[config.mk]
export PLATFORM = sky130hd
export DESIGN_NAME = lzrw1_stream_unpacker
export DESIGN_NICKNAME = d
export VERILOG_FILES = /design/src/rtl/lzrw1_stream_unpacker.sv
export SDC_FILE = /design/constraint.sdc
export NUM_CORES = 1
export LEC_CHECK = 0
export CELL_PAD_IN_SITES_DETAIL_PLACEMENT = 1
export CELL_PAD_IN_SITES_GLOBAL_PLACEMENT = 2
export CORE_ASPECT_RATIO = 0.7
export CORE_MARGIN = 3
export CORE_UTILIZATION = 27
export DETAILED_ROUTE_END_ITERATION = 10
export GPL_TIMING_DRIVEN = 0
export PLACE_DENSITY = 0.66
export SLEW_MARGIN = 40
export SYNTH_ARGS = -nofsm -noshare
export SYNTH_HDL_FRONTEND = slang
export SYNTH_SLANG_ARGS = --single-unit
export TNS_END_PERCENT = 20
[constraint.sdc]
create_clock -name clock -period 4.35 [get_ports clock]
set_input_delay 0.87 -clock clock [delete_from_list [all_inputs] [get_ports clock]]
set_output_delay 0.87 -clock clock [all_outputs]
set_load 0.1 [all_outputs]
[src/rtl/lzrw1_stream_unpacker.sv]
// Splits an LZRW1 compressed byte stream (control byte + up to 8 two-byte items)
// into (16-bit item, control bit) pairs for decompressor_top, stopping at the 0x0000 terminator.
module lzrw1_stream_unpacker #(
    parameter int unsigned ITEMS_PER_CTRL = 8,
    parameter int unsigned COUNT_WIDTH    = 16
) (
    input  logic                   clock,
    input  logic                   reset,
    input  logic                   restart,
    input  logic [7:0]             byte_in,
    input  logic                   byte_in_valid,
    output logic                   byte_in_ready,
    output logic [15:0]            data_out,
    output logic                   control_bit_out,
    output logic                   data_out_valid,
    input  logic                   decompressor_busy,
    output logic                   stream_done,
    output logic [COUNT_WIDTH-1:0] item_count
);

    localparam int unsigned IDX_W = $clog2(ITEMS_PER_CTRL);
    localparam logic [IDX_W-1:0] LAST_IDX = IDX_W'(ITEMS_PER_CTRL - 1);

    typedef enum logic [2:0] {
        S_CTRL,
        S_ITEM_HI,
        S_ITEM_LO,
        S_PRESENT,
        S_DONE
    } state_e;

    state_e                    state_q, state_d;
    logic [ITEMS_PER_CTRL-1:0] ctrl_q, ctrl_d;
    logic [IDX_W-1:0]          idx_q, idx_d;
    logic [7:0]                hi_q, hi_d;
    logic [15:0]               data_q, data_d;
    logic                      cbit_q, cbit_d;
    logic                      valid_q, valid_d;
    logic                      done_q, done_d;
    logic [COUNT_WIDTH-1:0]    count_q, count_d;

    logic        byte_xfer;
    logic        item_xfer;
    logic [15:0] item_word;

    // Ready is gated by the reset pin so it reads 0 while reset is held.
    assign byte_in_ready = reset &&
                           ((state_q == S_CTRL) || (state_q == S_ITEM_HI) || (state_q == S_ITEM_LO));
    assign byte_xfer     = byte_in_valid && byte_in_ready;
    assign item_xfer     = valid_q && !decompressor_busy;
    assign item_word     = {hi_q, byte_in};

    always_comb begin
        state_d = state_q;
        ctrl_d  = ctrl_q;
        idx_d   = idx_q;
        hi_d    = hi_q;
        data_d  = data_q;
        cbit_d  = cbit_q;
        valid_d = valid_q;
        done_d  = done_q;
        count_d = count_q;

        // Restart overrides any byte or item transfer in the same cycle.
        if (restart) begin
            state_d = S_CTRL;
            idx_d   = '0;
            valid_d = 1'b0;
            done_d  = 1'b0;
            count_d = '0;
        end else begin
            case (state_q)
                S_CTRL: begin
                    if (byte_xfer) begin
                        ctrl_d  = byte_in;
                        idx_d   = '0;
                        state_d = S_ITEM_HI;
                    end
                end
                S_ITEM_HI: begin
                    if (byte_xfer) begin
                        hi_d    = byte_in;
                        state_d = S_ITEM_LO;
                    end
                end
                S_ITEM_LO: begin
                    if (byte_xfer) begin
                        if (item_word == 16'h0000) begin
                            done_d  = 1'b1;
                            state_d = S_DONE;
                        end else begin
                            data_d  = item_word;
                            cbit_d  = ctrl_q[LAST_IDX - idx_q];
                            valid_d = 1'b1;
                            state_d = S_PRESENT;
                        end
                    end
                end
                S_PRESENT: begin
                    if (item_xfer) begin
                        valid_d = 1'b0;
                        count_d = count_q + 1'b1;
                        if (idx_q == LAST_IDX) begin
                            state_d = S_CTRL;
                        end else begin
                            idx_d   = idx_q + 1'b1;
                            state_d = S_ITEM_HI;
                        end
                    end
                end
                S_DONE: begin
                    valid_d = 1'b0;
                    done_d  = 1'b1;
                end
                default: state_d = S_CTRL;
            endcase
        end
    end

    always_ff @(posedge clock or negedge reset) begin
        if (!reset) begin
            state_q <= S_CTRL;
            ctrl_q  <= '0;
            idx_q   <= '0;
            hi_q    <= '0;
            data_q  <= '0;
            cbit_q  <= 1'b0;
            valid_q <= 1'b0;
            done_q  <= 1'b0;
            count_q <= '0;
        end else begin
            state_q <= state_d;
            ctrl_q  <= ctrl_d;
            idx_q   <= idx_d;
            hi_q    <= hi_d;
            data_q  <= data_d;
            cbit_q  <= cbit_d;
            valid_q <= valid_d;
            done_q  <= done_d;
            count_q <= count_d;
        end
    end

    assign data_out        = data_q;
    assign control_bit_out = cbit_q;
    assign data_out_valid  = valid_q;
    assign stream_done     = done_q;
    assign item_count      = count_q;

endmodule

=== After elaboration in Yosys (flattened, before gate mapping) ===
Cells that the tools add are included.

* Bits in registers: 57
* Input bits: 13
* Logic and storage cells: 76

* Add/subtract/negate cells: 3
* Order comparisons: 1
* Equality and inequality tests: 13
* Muxes and demuxes: 27
* Bitwise logic cells: 2
* Reduce and logical (&&, ||, !) cells: 21

{| class="wikitable"
|+ Operators with widths
! kind !! number
|-
| two-way mux 16 bit || 3
|-
| two-way mux 3 bit || 10
|-
| != test 3 bit, second input constant || 6
|-
| adder 16 x 1 -> 16 bit, second input constant || 1
|-
| logical NOT 16 bit || 1
|-
| case mux 3 bit (5 select lines) || 1
|-
| AND reduction 4 bit || 3
|-
| two-way mux 1 bit || 9
|-
| AND reduction 3 bit || 3
|-
| == test 3 x 2 -> 1 bit, second input constant || 2
|-
| == test 3 bit, second input constant || 2
|-
| case mux 3 bit (2 select lines) || 1
|-
| nonzero test 3 bit || 2
|-
| AND reduction 5 bit || 1
|-
| < comparator 3 x 4 -> 1 bit, second input constant || 1
|-
| nonzero test 2 bit || 2
|-
| nonzero test 4 bit || 1
|-
| adder 3 x 1 -> 3 bit, second input constant || 1
|-
| binary-select mux 1 bit (select 3 bit) || 1
|-
| == test 3 x 1 -> 1 bit, second input constant || 1
|-
| logical AND 1 bit || 3
|-
| logical NOT 3 bit || 1
|-
| != test 3 x 2 -> 1 bit, second input constant || 1
|-
| case mux 1 bit (3 select lines) || 1
|-
| 7 further kinds || 9
|}

=== Logic depth before layout (Yosys ltp) ===
Gate-level depths: netlist of run 1.

* Depth in word-level cells: 8
* Gate-level depth with buffers: 6

=== Least setup slack after synthesis of run 1 ===
OpenSTA, ideal clock, no wires.

* Kind: input port to output port
* From: input port reset
* To: output port byte_in_ready
* Data arrival time: 1644 ps
* Data required time: 3480 ps
* Setup slack: 1836 ps
* Stages: 1
* Buffers on the path: 0
* Path through: and3_1

* Word-level cells in the longest chain between the ends: 1

{| class="wikitable"
|+ Ends and longest elaborated chain
! what !! line !! text
|-
| start, declared || 8 || <nowiki>input logic reset,</nowiki>
|-
| logical AND 1 bit || 47 || <nowiki>assign byte_in_ready = reset &&</nowiki>
|-
| end, declared || 12 || <nowiki>output logic byte_in_ready,</nowiki>
|}

No other way between the ends.

=== Worst setup path in the final report of run 1 ===
* From: input port byte_in[5]
* To: register data_q[2] (netlist: data_out[2])

* Word-level cells in the longest chain between the ends: 3

{| class="wikitable"
|+ Ends and longest elaborated chain
! what !! line !! text
|-
| start, declared || 10 || <nowiki>input logic [7:0] byte_in,</nowiki>
|-
| logical NOT 16 bit || 88 || <nowiki>if (item_word == 16'h0000) begin</nowiki>
|-
| NOT 1 bit (no source line) || -- ||
|-
| AND reduction 4 bit (no source line) || -- ||
|-
| end signal, assigned || 136 || <nowiki>data_q <= data_d;</nowiki>
|-
| end, declared || 36 || <nowiki>logic [15:0] data_q, data_d;</nowiki>
|}

No other way between the ends.
A chain may end at the register's enable or synchronous reset.

==> metrics list, run 1 <==
- Synthesis-to-finish area growth: 29.1%
- The signal on the critical path passes through clkdlybuf4s50_1 > nor4_1 > nand4_1 > nand3_2 > buf_4 > mux2_2.
* Worst endpoint data arrival time: 3.04 ns
- Final clock skew: 0.00819 ns
- P_leak: 0.00160 uW
- CP top delay family: simple AND/OR/NAND/NOR gates
- Counting along the longest clock path gives a buffer depth of 2.
- Setup repair after global routing missed its margin: no
- In the global route stage, overall resource usage came out at 0.131.
* Warnings from Yosys: 0
- Final count of hold timing violations: 0
- Count of nets left with antenna violations after detail routing: 0
- Yosys attributes the largest share of cell area to sky130_fd_sc_hd__dfrtp_1, sky130_fd_sc_hd__mux2_2, sky130_fd_sc_hd__a21oi_1.
- Via count of the first global-routing pass: 2028
* Post-Syn Nets: 240
* Clock H-tree levels: 3
* Outcome: completed
* Core area: 9330 sq um
* Highest net fanout along the worst path: 10
- The share of synthesized area in the top cell type comes to 0.535.
* Number of flip-flops and latches in the synthesized netlist: 57
* Clock slew seen by the registers of the worst setup and hold paths: 0.05 ns
- Clock tree from TritonCTS: yes
- Sink count of the clock tree: 57
- Endpoints failing setup: 0
- Buffers and inverters on the worst path: 2
- IR analysis of the VDD net gives a maximum drop of 0.000178 V.
* Tightest slew margin relative to the limit: 0.621
- Global-route congestion overflow total: 0
* CP max stage cell: sky130_fd_sc_hd__clkdlybuf4s50_1
- Max incr delay on CP: 0.50 ns
- Netlist cell types: 41
- Antenna cell count: 0
- Summed over all instances, the cell type with the most area after synthesis is sky130_fd_sc_hd__dfrtp_1.
* Die extent in y: 89.1 microns
* Main flop type after synthesis: sky130_fd_sc_hd__dfrtp_1
- Cell Rows: 29
- Counting flops with an async set or reset pin after synthesis yields a share of 1.00.
- In this run the power density over the cells is 461 nW/um^2.
- Derived from the worst setup path, the maximum achievable clock frequency is 0.353 GHz.
- Clock buffer count from CTS: 9
- Count of placed standard cells including taps: 397
- After detailed routing, the average wire length per cell comes to 16.5 microns.
* Starting Density: 0.286
- For the final routed database, the setup TNS stands at 0 ns.
- After clock tree synthesis, the repair step resized 0 gates.
* Layout cells sized above 1: 0.346
* Die Footprint: 11100 sq um
- Post-Synthesis Cell Area: 2670 sq um
- Synthesized netlist cell count: 224
- The number of antenna violations at the first check in global routing came to 0.
* Slew of the pin with the lowest slew margin: 0.568 ns
- The clock reaches the later pin of the worst-skew pair after 0.33 ns.
- The final layout contains routed wiring with a total length of 6800 microns.
- The worst setup path is launched from an input port.
- Sequential element share of the synthesized area: 0.535
* Final cycle utilization of the critical path: 0.652
- Non-filler instance count after layout: 413
- Number of max-cap violations: 0
* Nets: 300
- Number of enable flip-flop cells after synthesis: 0
- During I/O placement, the number of pins put on the boundary was 49.
- Global-route wire length before repair: 11300 microns
- Start-to-end type of the worst setup path: input port to register
- Remaining routing DRC violations: 0
- Before antenna repair, the detailed router went through 4 iterations.
- The routed layout has 1994 vias.
- Counting I/O delays and the setup requirement, the final critical path takes 2.84 ns.
- STA puts the critical path data required time at 4.56 ns.
* Max Transition Viols Final: 0
- The number of setup buffers added after CTS is 0.
- In this run the worst hold path is classified as input port to async pin.
- Measured along the x axis, the die boundary spans 125 microns.
* Port-buffer cells: 48
- Dividing the detail-routed via count by the number of cells gives 4.83.
- Largest net degree at the start of global routing: 35
- Once detailed placement completed, the half-perimeter wirelength came to 4900 microns.
- Hold repair after CTS inserted 0 buffers.
* Kind of end point of the critical path: register
* Clock tree root buffer cell: sky130_fd_sc_hd__clkbuf_16
* Detailed Route Iter0 Violations: 131
* Fillcell total: 1031
- Each instance of the synthesized netlist takes up on average 11.9 sq um.
- The congestion estimate from routability-driven global placement came to 0.739.
==> layout by cell type (no fill, tap or decap), types with 3 or more instances in the layout <==
cell type                         count
sky130_fd_sc_hd__dfrtp_1             57
sky130_fd_sc_hd__buf_2               37
sky130_fd_sc_hd__mux2_2              34
sky130_fd_sc_hd__a21oi_1             15
sky130_fd_sc_hd__nor2_1              13
sky130_fd_sc_hd__clkdlybuf4s50_1     11
sky130_fd_sc_hd__nand2_1             10
sky130_fd_sc_hd__o21ai_0             10
sky130_fd_sc_hd__nand3_1             10
sky130_fd_sc_hd__clkbuf_16            9
sky130_fd_sc_hd__xnor2_1              6
sky130_fd_sc_hd__inv_1                5
sky130_fd_sc_hd__nor4_1               5
sky130_fd_sc_hd__or4_1                5
sky130_fd_sc_hd__clkbuf_1             4
sky130_fd_sc_hd__nand4_1              4
sky130_fd_sc_hd__and2_1               4
sky130_fd_sc_hd__or3_1                4
sky130_fd_sc_hd__o31ai_1              4
sky130_fd_sc_hd__buf_4                3
sky130_fd_sc_hd__nand3b_1             3
sky130_fd_sc_hd__nor3_1               3
sky130_fd_sc_hd__ha_1                 3
==> registers in the layout (all words and copies together), names as in the netlist <==
name,count
item_count,16
idx_q,3
state_q,3
data_out,16
hi_q,8
control_bit_out,1
data_out_valid,1
ctrl_q,8
stream_done,1
==> layer usage <==
metal,global-route usage,share of wire,vias to the layer above
met5,0,0,-
met4,0.0478,0.011,0
met3,0.0328,0.030,5
met2,0.184,0.41,28
met1,0.194,0.54,1002
li1,-,-,959
==> path summary, 6_finish.rpt <==
| check | start | endpoint | slack, ns | cells past startpoint |
|---|---|---|---|---|
| min in group clock | data_out[2] | data_out[2] | 0.50 | 1 |
| worst min register to register | data_out[2] | data_out[2] | 0.50 | 1 |
| max in group asynchronous | reset | ctrl_q[2] | 3.36 | 2 |
| worst max register to register | hi_q[2] | data_out[2] | 2.13 | 5 |
| worst max-delay path | byte_in[5] | data_out[2] | 1.51 | 6 |
| worst min-delay path | reset | data_out[11] | 0.49 | 1 |
==> metrics by stage <==
stage                     hold WS [ns]  utilization  area [sq um]  power, uW  setup slack, ns
final                            0.494        0.369          3440       1590             1.51
after global routing             0.512        0.369          3440       1660             1.44
after CTS                        0.505        0.369          3440       1610             1.50
after detailed placement         0.488        0.337          3140        891             1.18
after global placement           0.485        0.354          3300        900            -1.49
after floorplan                  0.474            -          2670        816             1.84
==> final cells by class <==
type                    count  area, sq um  area share
inverters                   5         18.8     0.00545
repair buffers             49          318      0.0924
well taps                 124          155      0.0451
flip-flops and latches     57         1430       0.415
plain buffers               7         35.0      0.0102
multi-input cells         155         1180       0.344
clock buffers               9          225      0.0655
clock inverters             7         77.6      0.0225
==> cell usage after synthesis, drive strengths merged (4+ instances only) <==
| master | number |
|---|---|
| dfrtp | 57 |
| mux2 | 34 |
| a21oi | 15 |
| nor2 | 13 |
| nand3 | 11 |
| nand2 | 10 |
| o21ai | 10 |
| xnor2 | 6 |
| inv | 5 |
| nor4 | 5 |
| or3 | 5 |
| or4 | 5 |
| and2 | 4 |
| clkbuf | 4 |
| nand4 | 4 |
| nor3 | 4 |
| o31ai | 4 |
==> cell families after synthesis <==
group,after synthesis,share of synthesized area
fa+ha+maj,3,0.0141
mux,36,0.161
compound gates,37,0.0869
xor+xnor,7,0.0230
simple gates,72,0.160
buf+inv,12,0.0202
flops,57,0.535
==> worst register-to-register path, stage by stage, from the launching register on <==
cell and delay, ns:
sky130_fd_sc_hd__dfrtp_1 0.39, sky130_fd_sc_hd__nor4_1 0.47, sky130_fd_sc_hd__nand4_1 0.32, sky130_fd_sc_hd__nand3_2 0.33, sky130_fd_sc_hd__buf_4 0.26, sky130_fd_sc_hd__mux2_2 0.35
==> power breakdown <==
| group | switching, uW | total [uW] | internal [uW] | leakage (uW) |
|---|---|---|---|---|
| Clock | 261 | 708 | 447 | 0.000146 |
| Combinational | 179 | 258 | 78.9 | 0.000689 |
| Sequential | 33.8 | 620 | 586 | 0.000765 |
| Total | 474 | 1590 | 1110 | 0.00160 |
No activity file was read; power rests on OpenSTA's default activity.
==> inputs of run 2 (changes only) <==
--- a/config.mk
+++ b/config.mk
@@ -12,7 +12,7 @@
 export CORE_UTILIZATION = 27
 export DETAILED_ROUTE_END_ITERATION = 10
 export GPL_TIMING_DRIVEN = 0
-export PLACE_DENSITY = 0.66
+export PLACE_DENSITY = 0.68
 export SLEW_MARGIN = 40
 export SYNTH_ARGS = -nofsm -noshare
 export SYNTH_HDL_FRONTEND = slang
==> constraint.sdc (replaced) <==
create_clock -name clock -period 2.4 [get_ports clock]
set_input_delay 0.48 -clock clock [delete_from_list [all_inputs] [get_ports clock]]
set_output_delay 0.48 -clock clock [all_outputs]
set_load 0.1 [all_outputs]
==> metrics list, run 2 (synthesized netlist as in run 1, its figures left out) <==
* Outcome: completed
- GR Util met1: 0.198
* Peak clock frequency supported by timing: 0.438 GHz
- In the global route stage, met2 resource usage came out at 0.187.
- Summed over all nets, the half-perimeter wirelength after detailed placement is 4960 microns.
- Leading cell type in the layout, fill and taps excluded: sky130_fd_sc_hd__dfrtp_1
- P_leak: 0.00162 uW
- The tightest min-delay check is of the input port to async pin type.
* Port-buffer cells: 48
- Non-filler instance count after layout: 415
- Of the total power, combinational logic draws 0.156.
- The tree is rooted in a sky130_fd_sc_hd__clkbuf_16.
- The critical path in this run is classified as input port to register.
* Clock share of power: 0.468
* Max Transition Viols Final: 0
- Sort of element at the start of the critical path: input port
- After clock tree synthesis, the clock-pin slew on the worst setup and hold paths is 0.06 ns.
- Counting the buffers created by CTS gives 9.
- Final cycle utilization of the critical path: 0.950
* Final count of hold timing violations: 0
- Largest net degree at the start of global routing: 36
* Placer's final routability congestion estimate: 0.764
* Power spent charging and discharging nets: 830 uW
- Of the total power, the share spent switching nets is 0.277.
- Worst endpoint data arrival time: 2.48 ns
- Total power per unit cell area: 858 nW/um^2
- In this run the remaining antenna-violating nets after routing total 0.
* Detailed Route Iter0 Violations: 84
* Count of placed standard cells including taps: 397
* Total via count after detailed routing: 2000
* Global-route congestion overflow total: 0
* Fraction of met3 tracks used by global routing: 0.0388
* Final worst setup slack: 0.119 ns
* Required arrival time at the worst endpoint: 2.60 ns
* Maximum clock path buffer count: 2
- Max-cap violations in this run came to 0.
* Top library cells by usage in the layout, fill and taps aside: sky130_fd_sc_hd__dfrtp_1, sky130_fd_sc_hd__buf_2, sky130_fd_sc_hd__mux2_2, sky130_fd_sc_hd__a21oi_1, sky130_fd_sc_hd__nor2_1
- In this run the worst path has a maximum fanout of 10.
* Iteration count of the initial detailed-routing pass: 4
* Average vias per placed instance: 4.82
- The via count of the first global-routing pass came to 2071.
- Kind of end point of the critical path: register
* Core area: 9330 sq um
- Sink count of the clock tree: 57
- Cell area reported after detailed placement: 3140 sq um
- Nets: 302
- Internal power comes to 2170 uW.
- Die Footprint: 11100 sq um
- Remaining routing DRC violations: 0
- Dividing the detail-routed wire length by the instance count gives 16.7 microns.
* Slew of the pin with the lowest slew margin: 0.553 ns
- Num ports: 49
- Counting I/O delays and the setup requirement, the final critical path takes 2.28 ns.
- Most congested layer reported by global routing: met1
- Peak ir drop on the vdd network: 0.000382 V
- Prior to clock tree synthesis, the placed netlist has a worst setup slack of -0.392 ns.
* Total Routed Length: 6950 microns
* Tightest slew margin relative to the limit: 0.631
- Cell Rows: 29
- Register-to-register setup slack: 0.32 ns
- The repair_antennas step left the layout with diodes totalling 0.
- Final clock skew: 0.00863 ns
- Of the cells placed in the final design, the portion with a size suffix greater than 1 is 0.351.
- The area growth from synthesis to layout is 31.3%.
* Clock H-tree levels: 3
* Gr usage total: 0.133
- Final hold analysis gives a worst-case slack of 0.0602 ns.
- In this run the vertical extent of the chip is 89.1 microns.
- For this configuration, the core starts out at a cell density of 0.286.
- Global-route wire length before repair: 11600 microns
* Sequential share of power: 0.375
* Endpoints failing setup: 0
* Design Area, Final: 3500 sq um
- Antenna violations before repair: 0
- Clock tree from TritonCTS: yes
- In this run the horizontal extent of the chip is 125 microns.
- Clock Latency Late Sink: 0.33 ns
* Fillcell total: 1013
run 2: changes by cell type in the layout (fill, tap and decap cells not counted), sizes merged:
cell and delta:
inv -2, bufinv +1, clkbuf +3, buf +2, clkinv -3, clkinvlp +1
run 2: worst paths after layout:
kind | endpoint | cells after the start | startpoint
min in group clock | data_out[13] | 1 | data_out[13]
min reg2reg | data_out[13] | 1 | data_out[13]
min | item_count[4] | 1 | reset
max in group asynchronous | item_count[13] | 2 | reset
max | data_out[0] | 6 | byte_in[2]
max reg2reg | data_out[0] | 5 | hi_q[2]
run 2: power by group through the flow:
stage	Clock, uW	Sequential, uW	Combinational, uW
final	1410	1130	469
after detailed placement	0	1140	473
after global routing	1490	1140	499
after CTS	1440	1130	475
after global placement	0	1140	492
after floorplan	0	1330	150
run 2: worst max-delay path, stage by stage:
cell and delay (ns):
sky130_fd_sc_hd__clkdlybuf4s50_1 0.50, sky130_fd_sc_hd__nor4_2 0.40, sky130_fd_sc_hd__nand4_1 0.26, sky130_fd_sc_hd__nand3_4 0.26, sky130_fd_sc_hd__buf_4 0.23, sky130_fd_sc_hd__mux2_2 0.34
run 2: layout make-up:
class | instances | area (sq um) | area share
tap | 124 | 155 | 0.0443
buffer | 7 | 35.0 | 0.0100
clock buffer | 12 | 256 | 0.0733
clock inverter | 4 | 75.1 | 0.0215
inverter | 5 | 18.8 | 0.00536
sequential | 57 | 1430 | 0.408
multi-input combinational | 155 | 1200 | 0.343
timing repair buffer | 51 | 333 | 0.0951
run 2: what timing repair did:
item | in CTS | in global routing
setup endpoints to repair | 9 | 9
pin swaps | 0 | 2
setup buffers | 0 | 2
resized for setup | 1 | 1
hold buffers | 0 | 0
run 2: per-stage QoR:
step,util,power (uW),setup TNS [ns]
2_1_floorplan,-,1480,0
3_3_place_gp,0.354,1630,-162.09
3_5_place_dp,0.337,1620,-5.46
4_1_cts,0.373,3040,0
5_1_grt,0.375,3140,-0.00505
6_report,0.375,3000,0
run 2: metal layers:
layer  vias to the layer above  wire (microns)
li1                        965               -
met1                       993            3800
met2                        36            2840
met3                         6             220
met4                         0              84
met5                         -               0
